File: config.mk
export PLATFORM = sky130hd
export DESIGN_NAME = pipe_ctrl
export DESIGN_NICKNAME = d
export VERILOG_FILES = /design/src/rtl/pipe_ctrl.sv
export SDC_FILE = /design/constraint.sdc
export NUM_CORES = 1
export LEC_CHECK = 0
export CAP_MARGIN = 40
export CELL_PAD_IN_SITES_DETAIL_PLACEMENT = 0
export CELL_PAD_IN_SITES_GLOBAL_PLACEMENT = 1
export CORE_MARGIN = 3
export CORE_UTILIZATION = 30
export CTS_CLUSTER_DIAMETER = 100
export CTS_CLUSTER_SIZE = 20
export DETAILED_ROUTE_END_ITERATION = 12
export GPL_ROUTABILITY_DRIVEN = 0
export PLACE_DENSITY = 0.88
export REMOVE_ABC_BUFFERS = 1
export SLEW_MARGIN = 25
export SYNTH_ARGS = -nofsm -noshare
export SYNTH_HDL_FRONTEND = slang
export SYNTH_SLANG_ARGS = --single-unit
File: constraint.sdc
create_clock -name clk -period 3.5 [get_ports clk]
set_clock_uncertainty 0.05 [all_clocks]
set_input_delay 1.05 -clock clk [delete_from_list [all_inputs] [get_ports clk]]
set_output_delay 1.05 -clock clk [all_outputs]
set_load 0.02 [all_outputs]
File: src/rtl/pipe_ctrl.sv
// Pipeline control: per-stage stall generation, exception flush sequencing
// (RUN -> EXC_HOLD -> FLUSH), a stall watchdog and saturating activity counters.
module pipe_ctrl #(
  parameter logic [31:0] EXC_VECTOR    = 32'h0000_0020,
  parameter int unsigned STALL_TIMEOUT = 1024
) (
  input  logic        clk,
  input  logic        rst,
  input  logic        stallreq_if,
  input  logic        stallreq_id,
  input  logic        stallreq_ex,
  input  logic        stallreq_mem,
  input  logic [31:0] excepttype,
  input  logic [31:0] cp0_epc,
  output logic [5:0]  stall,
  output logic        flush,
  output logic [31:0] new_pc,
  output logic        stall_timeout,
  output logic [31:0] stall_cycles,
  output logic [15:0] flush_count
);

  typedef enum logic [1:0] {RUN, EXC_HOLD, FLUSH} state_e;

  localparam logic [31:0] ERET_CODE = 32'h0000_000e;

  state_e      state_q, state_d;
  logic        flush_q, flush_d;
  logic [31:0] new_pc_q, new_pc_d;
  logic [15:0] consec_q, consec_d;
  logic        timeout_q, timeout_d;
  logic [31:0] cycles_q, cycles_d;
  logic [15:0] fcount_q, fcount_d;

  always_comb begin
    state_d  = state_q;
    flush_d  = 1'b0;
    new_pc_d = new_pc_q;
    stall    = '0;
    case (state_q)
      RUN: begin
        if (excepttype != '0) begin
          stall    = '1;
          state_d  = EXC_HOLD;
          flush_d  = 1'b1;
          new_pc_d = (excepttype == ERET_CODE) ? cp0_epc : EXC_VECTOR;
        end else if (stallreq_mem) begin
          stall = 6'b011111;
        end else if (stallreq_ex) begin
          stall = 6'b001111;
        end else if (stallreq_id) begin
          stall = 6'b000111;
        end else if (stallreq_if) begin
          stall = 6'b000011;
        end
      end
      EXC_HOLD: state_d = FLUSH;
      FLUSH:    state_d = RUN;
      default:  state_d = RUN;
    endcase
    // Reset masks the combinational stall too, so a pending exception never leaks out.
    if (rst) stall = '0;
  end

  always_comb begin
    consec_d = '0;
    cycles_d = cycles_q;
    if (stall != '0) begin
      consec_d = (&consec_q) ? consec_q : consec_q + 16'd1;
      cycles_d = (&cycles_q) ? cycles_q : cycles_q + 32'd1;
    end
    timeout_d = timeout_q | (32'(consec_d) == STALL_TIMEOUT);
    fcount_d  = (flush_q && !(&fcount_q)) ? fcount_q + 16'd1 : fcount_q;
  end

  always_ff @(posedge clk) begin
    if (rst) begin
      state_q   <= RUN;
      flush_q   <= 1'b0;
      new_pc_q  <= '0;
      consec_q  <= '0;
      timeout_q <= 1'b0;
      cycles_q  <= '0;
      fcount_q  <= '0;
    end else begin
      state_q   <= state_d;
      flush_q   <= flush_d;
      new_pc_q  <= new_pc_d;
      consec_q  <= consec_d;
      timeout_q <= timeout_d;
      cycles_q  <= cycles_d;
      fcount_q  <= fcount_d;
    end
  end

  assign flush         = flush_q;
  assign new_pc        = new_pc_q;
  assign stall_timeout = timeout_q;
  assign stall_cycles  = cycles_q;
  assign flush_count   = fcount_q;

endmodule
==> reports/metrics.cfg <==
[synthesis]
synth_top_cell_by_area=dfxtp_1
synth_top_area_share_pct=42.0
synthFlopType=dfxtp_1
async_flop_share_pct=0
synth.most_common_cell=dfxtp_1
yosysWarningCount=0
avgSynthCellArea_um2=8.43
synth_cell_types=59
syn-cell-area_mm2=0.00476
synth.ff_latch_count=100
synth_area_leaders=dfxtp_1 42%, nor2_1 6.7%, a22oi_1 4.9%, nand3_1 3.5%, a21oi_1 2.9%
synth_common_cells=100 x dfxtp_1, 85 x nor2_1, 33 x nand3_1
netlist_instances=565
synth-edff-count=0
synth_seq_area_share_pct=42.0

[detailed_routing]
avgViaCountPerCell=5.11
ant_nets=0
wl_mm=14.2
drcViolationCount=0
vias=4806
routedWlPerCell_um=15.1
drt_iter0_markers=340
dr.pass1.iters=5

[sta]
hold_viol_final=0
report.final.slew_viol_count=0
setup_viol=0
setup_ws_ps=8.71
fmax_mhz=286
finalCritPeriodShare_pct=99.8
rsz0062_at_grt=true
finalCriticalPeriod_ps=3490
setup_tns_ps=0
worstMarginPinSlew_ps=572
slew_headroom_pct=61.3

[layout]
multi_input_area_mm2=0.00263
nFillCells=1506
nNetsFinal=798
area_delta_synth_final_pct=47.6
drive_above_1_share_pct=12.5
seqCellArea_mm2=0.00200
antenna_cells=0

[worst_setup_path]
worst_path_most_repeated_cell=buf_4
reg2reg_slack_ps=820
endpoint=stall[2]
r2r_end=stall_cycles[10]
arrival_ps=2390
path_max_fanout=5
worstPathCellList=buf_6 -> nor4_4 -> buf_4 -> nand4_1 -> buf_4 -> nor3b_2 -> buf_4 -> a31oi_1 -> buf_2
slowest_stage=nor4_4
r2r-start=stall_cycles[4]
endpoint_kind=output pin
reg2regPathDepth=7
critPathKind=in2out
worstPathRequired_ps=2400
worstSetupStartpointType=primary input
cpPeakStageDelay_ps=240
cp-startpoint=excepttype[14]

[global_route]
grt_pass1_wl_mm=22.9
busiest_layer=met2
grtUsageTotal_pct=16.0
grt_overflow_total=0
met1_usage_pct=21.4
met3_usage_pct=3.74
grt_max_degree=82
grt_pass1_vias=4319
antenna_found_initial=0
gr-usage-met2_pct=25.9

[run]
maxCapViolCount=0

[clock_network]
clock-sinks=100
clk_latency_ps=350
htree_levels=3
cts.path.max_buffers=2
path_clk_slew_ps=60
hold_buffers=0
numCtsBuffers=9
cts_tree=built
cts_root_buffer=clkbuf_16

[worst_hold_path]
whs_path_depth=1
hold_path_class=reg2reg

[die]
ios=158
die_h_um=132
initial_core_util_pct=31.0
coreArea_mm2=0.0154
dieArea_mm2=0.0174
rows=45
die_x_um=132

[power_and_ir_drop]
power.total_mw=2.38
vdd_ir_drop_max_v=0.000231
cellPowerDensity_mw_per_mm2=338
p_leak_nw=2.44

[outcome]
outcome=complete, no violations

[placement]
dpl.hpwl_mm=9.99
pre_cts_ws_ps=-742
io_buffer_count=157

worst max-delay path: cells and delay by family:
kind            cells  cell delay (ps)
simple gates        3              500
compound gates      1               80
buf+inv             5              760
routing by layer:
layer | share of wire (%) | vias to the layer above
met5 | 0 | -
met3 | 4.9 | 12
met1 | 46 | 2283
met2 | 48 | 118
li1 | - | 2393
met4 | 1.1 | 0
cell families after synthesis:
logic type | count (synthesis) | synth area share (%)
multiplexers | 11 | 2.55
adder cells (fa/ha/maj) | 3 | 0.788
buffers and inverters | 50 | 4.89
flip-flops | 100 | 42.0
AO/OA/AOI/OAI | 107 | 15.4
AND/OR/NAND/NOR | 273 | 30.5
XOR/XNOR | 21 | 3.86
registers in the layout, summed over array words and instances (netlist names):
name and flops:
consec_q 16, flush 1, flush_count 16, new_pc 32, stall_cycles 32, stall_timeout 1, state_q 2
final cells by class:
type / instances / area share, %
inverters: 10 / 0.534
clock inverters: 2 / 0.498
repair buffers: 189 / 25.8
flip-flops and latches: 100 / 28.5
multi-input cells: 415 / 37.4
clock buffers: 13 / 3.56
well taps: 211 / 3.76
through the flow:
step                      hold slack, ps  area, µm²  util [%]  instances
after CTS                            378       7010      45.6        942
after global routing                 410       7030      45.7        940
after detailed placement             368       6560      42.7        911
final                                377       7030      45.7        940
after global placement               355       6560      42.7        911
after floorplan                      346       4570         -        525
power by group:
part	internal [mW]	switching [mW]	leakage [nW]
clock network	0.570	0.420	0.140
registers	1.15	0.0125	0.807
logic	0.108	0.116	1.49
total	1.83	0.549	2.44
repair_timing:
action | CTS | global route
setup buffers | 14 | 2
endpoints found under the setup margin | 6 | 38
gates resized for setup | 110 | 12
gates cloned | 2 | 0
pin swaps | 17 | 4
cell usage in the layout (no fill, tap or decap), types with 5 or more instances in the layout:
cell and count:
a21oi_1 28, dlygate4sd2_1 14, and4_1 6, inv_1 8, buf_2 10, a22oi_1 29, dfxtp_1 100, and3_1 8
and2_1 6, buf_6 7, or4_1 14, clkdlybuf4s15_1 7, a31oi_1 5, mux2_1 5, nor2_1 82, xnor2_1 7
o311ai_0 5, xor2_1 14, nand4_1 21, clkbuf_16 9, nor4_1 8, o21ai_0 5, nand3_1 33, nand2_1 31
clkdlybuf4s50_1 117, or3_1 5, nor3_1 18, nor2b_1 9, buf_4 27, o31ai_1 10
worst min path at each step:
stage | end | start | slack, ps
floorplan | state_q[1] | state_q[1] | 350
global placement | state_q[1] | state_q[1] | 350
detailed placement | state_q[1] | state_q[1] | 370
CTS | state_q[1] | state_q[1] | 380
global route | state_q[1] | state_q[1] | 410
finish | state_q[1] | state_q[1] | 380
Power figures use the tool's default switching activity.
